===== config.mk =====
export PLATFORM = sky130hd
export DESIGN_NAME = mmul4x4x2_seq_ctrl
export DESIGN_NICKNAME = d
export VERILOG_FILES = /design/src/rtl/mmul4x4x2_seq_ctrl.sv
export SDC_FILE = /design/constraint.sdc
export NUM_CORES = 1
export LEC_CHECK = 0
export CORE_MARGIN = 1.5
export CORE_UTILIZATION = 55
export DETAILED_ROUTE_END_ITERATION = 10
export HOLD_SLACK_MARGIN = 0.1
export PLACE_DENSITY = 0.76
export SKIP_LAST_GASP = 1
export SYNTH_ARGS = -nofsm -noshare
export SYNTH_HDL_FRONTEND = slang
export SYNTH_SLANG_ARGS = --single-unit

===== constraint.sdc =====
create_clock -name clk -period 8 [get_ports clk]
set_clock_uncertainty 0.05 [all_clocks]
set_input_delay 1.6 -clock clk [delete_from_list [all_inputs] [get_ports clk]]
set_output_delay 1.6 -clock clk [all_outputs]
set_load 0.01 [all_outputs]

===== src/rtl/mmul4x4x2_seq_ctrl.sv =====
// Sequential 4x4 by 4x2 nibble matrix multiplier: loads 24 operand beats, computes the eight
// dot products on one shared datapath, then streams S0..S7 out. Optional macro: MMUL_PERF_CNT_EN.
module mmul4x4x2_seq_ctrl #(
    parameter int DW = 4,
    parameter int OW = 2*DW+2
) (
    input  logic          clk,
    input  logic          rst_n,
    input  logic          clr_i,
    input  logic          in_valid_i,
    output logic          in_ready_o,
    input  logic [DW-1:0] in_data_i,
    output logic          out_valid_o,
    input  logic          out_ready_i,
    output logic [OW-1:0] out_data_o,
    output logic [2:0]    out_idx_o,
    output logic          out_last_o,
    output logic          busy_o
`ifdef MMUL_PERF_CNT_EN
    ,
    output logic [15:0]   perf_cnt_o
`endif
);

    typedef enum logic [1:0] {
        LOAD  = 2'd0,
        COMP  = 2'd1,
        DRAIN = 2'd2
    } state_e;

    state_e        state_q, state_d;
    logic [4:0]    load_cnt_q, load_cnt_d;
    logic [2:0]    k_q, k_d;
    logic [DW-1:0] op_q [24];
    logic [OW-1:0] res_q [8];
    logic          in_ready_q;
    logic          out_valid_q;
    logic [OW-1:0] out_data_q;
    logic [2:0]    out_idx_q;
    logic          out_last_q;
    logic          busy_q;
    logic [OW-1:0] dot_s;
    logic          load_we_s;
    logic          comp_we_s;

    // Shared dot product: row k>>1 of A (beats 4r..4r+3) against column k&1 of B (beats 16+2j+c).
    always_comb begin
        dot_s = '0;
        for (int j = 0; j < 4; j++) begin
            dot_s = dot_s + (OW'(op_q[{1'b0, k_q[2:1], j[1:0]}])
                           * OW'(op_q[{2'b10, j[1:0], k_q[0]}]));
        end
    end

    // Next-state and write-enable decode; clr overrides any handshake in the same cycle.
    always_comb begin
        state_d    = state_q;
        load_cnt_d = load_cnt_q;
        k_d        = k_q;
        load_we_s  = 1'b0;
        comp_we_s  = 1'b0;
        if (clr_i) begin
            state_d    = LOAD;
            load_cnt_d = 5'd0;
            k_d        = 3'd0;
        end else begin
            case (state_q)
                LOAD: begin
                    if (in_valid_i && in_ready_q) begin
                        load_we_s = 1'b1;
                        if (load_cnt_q == 5'd23) begin
                            state_d    = COMP;
                            load_cnt_d = 5'd0;
                            k_d        = 3'd0;
                        end else begin
                            load_cnt_d = load_cnt_q + 5'd1;
                        end
                    end else begin
                        load_cnt_d = load_cnt_q;
                    end
                end
                COMP: begin
                    comp_we_s = 1'b1;
                    if (k_q == 3'd7) begin
                        state_d = DRAIN;
                        k_d     = 3'd0;
                    end else begin
                        k_d = k_q + 3'd1;
                    end
                end
                DRAIN: begin
                    if (out_valid_q && out_ready_i) begin
                        if (k_q == 3'd7) begin
                            state_d = LOAD;
                            k_d     = 3'd0;
                        end else begin
                            k_d = k_q + 3'd1;
                        end
                    end else begin
                        k_d = k_q;
                    end
                end
                default: begin
                    state_d    = LOAD;
                    load_cnt_d = 5'd0;
                    k_d        = 3'd0;
                end
            endcase
        end
    end

    // State, operand/result storage and outputs registered from the next state.
    always_ff @(posedge clk or negedge rst_n) begin
        if (!rst_n) begin
            state_q     <= LOAD;
            load_cnt_q  <= 5'd0;
            k_q         <= 3'd0;
            for (int i = 0; i < 24; i++) op_q[i] <= '0;
            for (int i = 0; i < 8; i++) res_q[i] <= '0;
            in_ready_q  <= 1'b0;
            out_valid_q <= 1'b0;
            out_data_q  <= '0;
            out_idx_q   <= 3'd0;
            out_last_q  <= 1'b0;
            busy_q      <= 1'b0;
        end else begin
            state_q    <= state_d;
            load_cnt_q <= load_cnt_d;
            k_q        <= k_d;
            if (load_we_s) begin
                op_q[load_cnt_q] <= in_data_i;
            end
            if (comp_we_s) begin
                res_q[k_q] <= dot_s;
            end
            in_ready_q  <= (state_d == LOAD);
            out_valid_q <= (state_d == DRAIN);
            busy_q      <= (state_d == COMP) || (state_d == DRAIN);
            // A result written on the last COMP edge is never the one selected, so res_q is safe here.
            if (state_d == DRAIN) begin
                out_data_q <= res_q[k_d];
                out_idx_q  <= k_d;
                out_last_q <= (k_d == 3'd7);
            end else begin
                out_data_q <= '0;
                out_idx_q  <= 3'd0;
                out_last_q <= 1'b0;
            end
        end
    end

`ifdef MMUL_PERF_CNT_EN
    logic [15:0] perf_q;

    // Saturating count of busy cycles, kept across operations.
    always_ff @(posedge clk or negedge rst_n) begin
        if (!rst_n) begin
            perf_q <= 16'd0;
        end else if (clr_i) begin
            perf_q <= 16'd0;
        end else if (busy_q && (perf_q != 16'hFFFF)) begin
            perf_q <= perf_q + 16'd1;
        end else begin
            perf_q <= perf_q;
        end
    end

    assign perf_cnt_o = perf_q;
`endif

    assign in_ready_o  = in_ready_q;
    assign out_valid_o = out_valid_q;
    assign out_data_o  = out_data_q;
    assign out_idx_o   = out_idx_q;
    assign out_last_o  = out_last_q;
    assign busy_o      = busy_q;

endmodule


==> flow_metrics.env <==
export IMPL_status="completed"
export IMPL_hold_path_class="reg -> reg"
export IMPL_dp_hpwl_mm=19.4
export IMPL_yosysWarnings=0
export IMPL_clock_sinks=203
export IMPL_worstSetupEndpointType="register"
export IMPL_multi_input_area_sq_um=6700
export IMPL_drive_gt1_frac=0.213
export IMPL_r2r_slack_ps=1090
export IMPL_setup_viol=0
export IMPL_drc_errors=0
export IMPL_drt_iter0_drc=800
export IMPL_design_die_area_sq_um=23400
export IMPL_setup_tns_final_ps=0
export IMPL_p_sw_uw=549
export IMPL_power_frac_comb=0.072
export IMPL_nFillCells=1690
export IMPL_grt_antenna_before_repair=0
export IMPL_reg2regPathDepth=15
export IMPL_peakVddDrop_uv=158
export IMPL_p_clk_frac=0.476
export IMPL_worstPathArrival_ps=7260
export IMPL_finalCritPeriodShare=0.864
export IMPL_use_met2=0.399
export IMPL_ys_flop_type="dfrtp_1"
export IMPL_grt_pass1_vias=9043
export IMPL_grt_pass1_wl_mm=48.1
export IMPL_cts_htree_levels=1
export IMPL_place_area_sq_um=12800
export IMPL_avgSynthCellArea_sq_um=11.0
export IMPL_std_cell_rows=54
export IMPL_grt_max_degree=83
export IMPL_grt_util_met1=0.375
export IMPL_wl_mm=29.0
export IMPL_wl_per_cell_um=20.5
export IMPL_cts_made_buffers=24
export IMPL_clockRootBuffer="clkbuf_16"
export IMPL_die_x_um=153
export IMPL_crit_start="k_q[1]"
export IMPL_switching_share=0.231
export IMPL_ys_ff_latch=203
export IMPL_cts_resized_gates=0
export IMPL_register_area_sq_um=5080
export IMPL_endpoint="res_q[69]"
export IMPL_core_sq_um=22000
export IMPL_routed_via_density=6.27
export IMPL_firstDrtPassIters=7
export IMPL_timing_rr_start="k_q[1]"
export IMPL_diodes=0
export IMPL_portBuffers=25
export IMPL_die_h_um=153
export IMPL_hold_viol_final=0
export IMPL_clk_pin_slew_worst_paths_ps=60
export IMPL_start_kind="register"
export IMPL_area_growth_pct=9.97
export IMPL_clk_insertion_delay_late_ps=520
export IMPL_synthesis_area_sq_um=12400
export IMPL_start_util=0.564
export IMPL_finalCriticalPeriod_ps=6910
export IMPL_yosys_cell_types_count=58
export IMPL_worstPathMaxFanout=15
export IMPL_p_total_mw=2.37
export IMPL_worst_slew_pin_slew_ps=1060
export IMPL_syn_nets=1235
export IMPL_cp_data_required_time_ps=8350
export IMPL_hold_buffers=0
export IMPL_grtUsageTotal=0.256
export IMPL_slew_headroom=0.289
export IMPL_place_gp_congestion=0.859
export IMPL_detail_route_antenna_nets=0
export IMPL_syn_instance_count=1130
export IMPL_final_nets=1223
export IMPL_ys_seq_area_frac=0.410
export IMPL_rr_endpoint="res_q[69]"
export IMPL_ios=26
export IMPL_synth_async_reset_ratio=1.00
export IMPL_cts_tree="built"
export IMPL_p_leak_nw=6.28
export IMPL_grt_overflow=0
export IMPL_grt_busiest_layer="met2"
export IMPL_cts_max_path_buffers=3
export IMPL_post_route_util=0.620
export IMPL_power_share_sequential=0.452
export IMPL_cts_setup_buffers=0
export IMPL_crit_type="reg -> reg"
export IMPL_max_clock_freq_ghz=0.145
export IMPL_slew_viol_final=0
export IMPL_power_density_nw_per_um2=174
export IMPL_synth_edf_count=0
export IMPL_route_vias_total=8863
export IMPL_p_int_mw=1.82
export IMPL_finalInstanceArea_sq_um=13600
export IMPL_grt_setup_unrepaired="false"
export IMPL_grtUsageMet3=0.0408
export IMPL_maxCapViolCount=0
-- cells in the mapped netlist (all sizes together), types with 14 or more instances --
| cell | n | share of area |
|---|---|---|
| dfrtp | 203 | 0.41 |
| mux2 | 154 | 0.14 |
| o21ai | 88 | 0.036 |
| inv | 84 | 0.025 |
| nand2 | 70 | 0.021 |
| nand3 | 63 | 0.025 |
| clkbuf | 57 | 0.017 |
| fa | 48 | 0.078 |
| ha | 48 | 0.049 |
| a21oi | 44 | 0.018 |
| nor2b | 42 | 0.021 |
| nor2 | 24 | 0.0075 |
| o211ai | 24 | 0.015 |
| mux2i | 21 | 0.017 |
| o2111ai | 20 | 0.014 |
| buf | 18 | 0.0072 |
| and2 | 17 | 0.0086 |
| mux4 | 16 | 0.029 |
| nand2b | 14 | 0.0071 |
-- worst min path at each step --
stage	startpoint	end	slack, ps	depth (start not counted)
after floorplan	res_q[34]	res_q[34]	390	2
after global placement	res_q[36]	res_q[36]	410	2
after detailed placement	res_q[34]	res_q[34]	420	2
after CTS	res_q[34]	res_q[34]	430	2
after global routing	res_q[34]	res_q[34]	460	2
final	res_q[34]	res_q[34]	430	2
-- through the flow --
stage / cells / setup WS [ps] / hold slack (ps)
after CTS: 1413 / 1060 / 428
after global routing: 1413 / 694 / 456
final: 1413 / 1090 / 426
after floorplan: 1130 / 1580 / 394
after global placement: 1372 / 1200 / 407
after detailed placement: 1372 / 1060 / 416
-- cell type report --
cell class              count  area share
clock inverters             8     0.00726
inverters                  84      0.0232
multi-input cells         768       0.492
repair buffers             37      0.0253
flip-flops and latches    203       0.373
well taps                 280      0.0257
clock buffers              33      0.0533
-- flip-flops by register name (all words and copies together) (netlist names), 2 cells and up --
register	cells
op_q	96
res_q	80
out_data_o	10
load_cnt_q	5
k_q	3
out_idx_o	3
state_q	2
-- logic make-up (layout without fill, tap and decap cells) --
group | count (synthesis) | after routing | share of synthesized area
DFF | 203 | 203 | 0.410
adders and majority gates | 96 | 96 | 0.126
buffers and inverters | 159 | 162 | 0.0499
and+or+nand+nor | 265 | 265 | 0.113
xor gates and xnor gates | 5 | 5 | 0.00354
muxes | 191 | 191 | 0.186
AOI/OAI and AO/OA | 211 | 211 | 0.111
-- routing by layer --
metal	vias up	routed length [um]
met5	-	0
met4	0	685
met3	67	2140
met2	357	13200
met1	4491	12900
li1	3948	-
-- critical path, stage by stage, from the launching register on --
cell       delay, ps
dfrtp_1          960
mux4_2           640
nor2b_1          170
fa_1             530
fa_1             520
fa_1             530
fa_1             540
fa_1             550
inv_1             50
fa_1             530
inv_1             50
ha_1             330
a21o_1           260
a2111oi_4        550
nor2_2           180
o311ai_1         340
-- cell usage in the layout (no fill, tap or decap), drive strengths merged, types with 16 or more instances in the layout --
cell           synthesis  final
a21oi                 44     44
and2                  17     17
clkbuf                57     34
clkdlybuf4s50          0     24
dfrtp                203    203
fa                    48     48
ha                    48     48
inv                   84     85
mux2                 154    154
mux2i                 21     21
mux4                  16     16
nand2                 70     70
nand3                 63     63
nor2                  24     24
nor2b                 42     42
o2111ai               20     20
o211ai                24     24
o21ai                 88     88
-- power by group through the flow --
stage | logic, mW | registers (mW) | clock network (mW)
floorplan | 0.111 | 1.08 | 0
global placement | 0.165 | 1.09 | 0
detailed placement | 0.170 | 1.09 | 0
CTS | 0.171 | 1.07 | 1.14
global route | 0.188 | 1.08 | 1.19
finish | 0.171 | 1.07 | 1.13
Note: power is estimated with default switching activity, not from simulation.
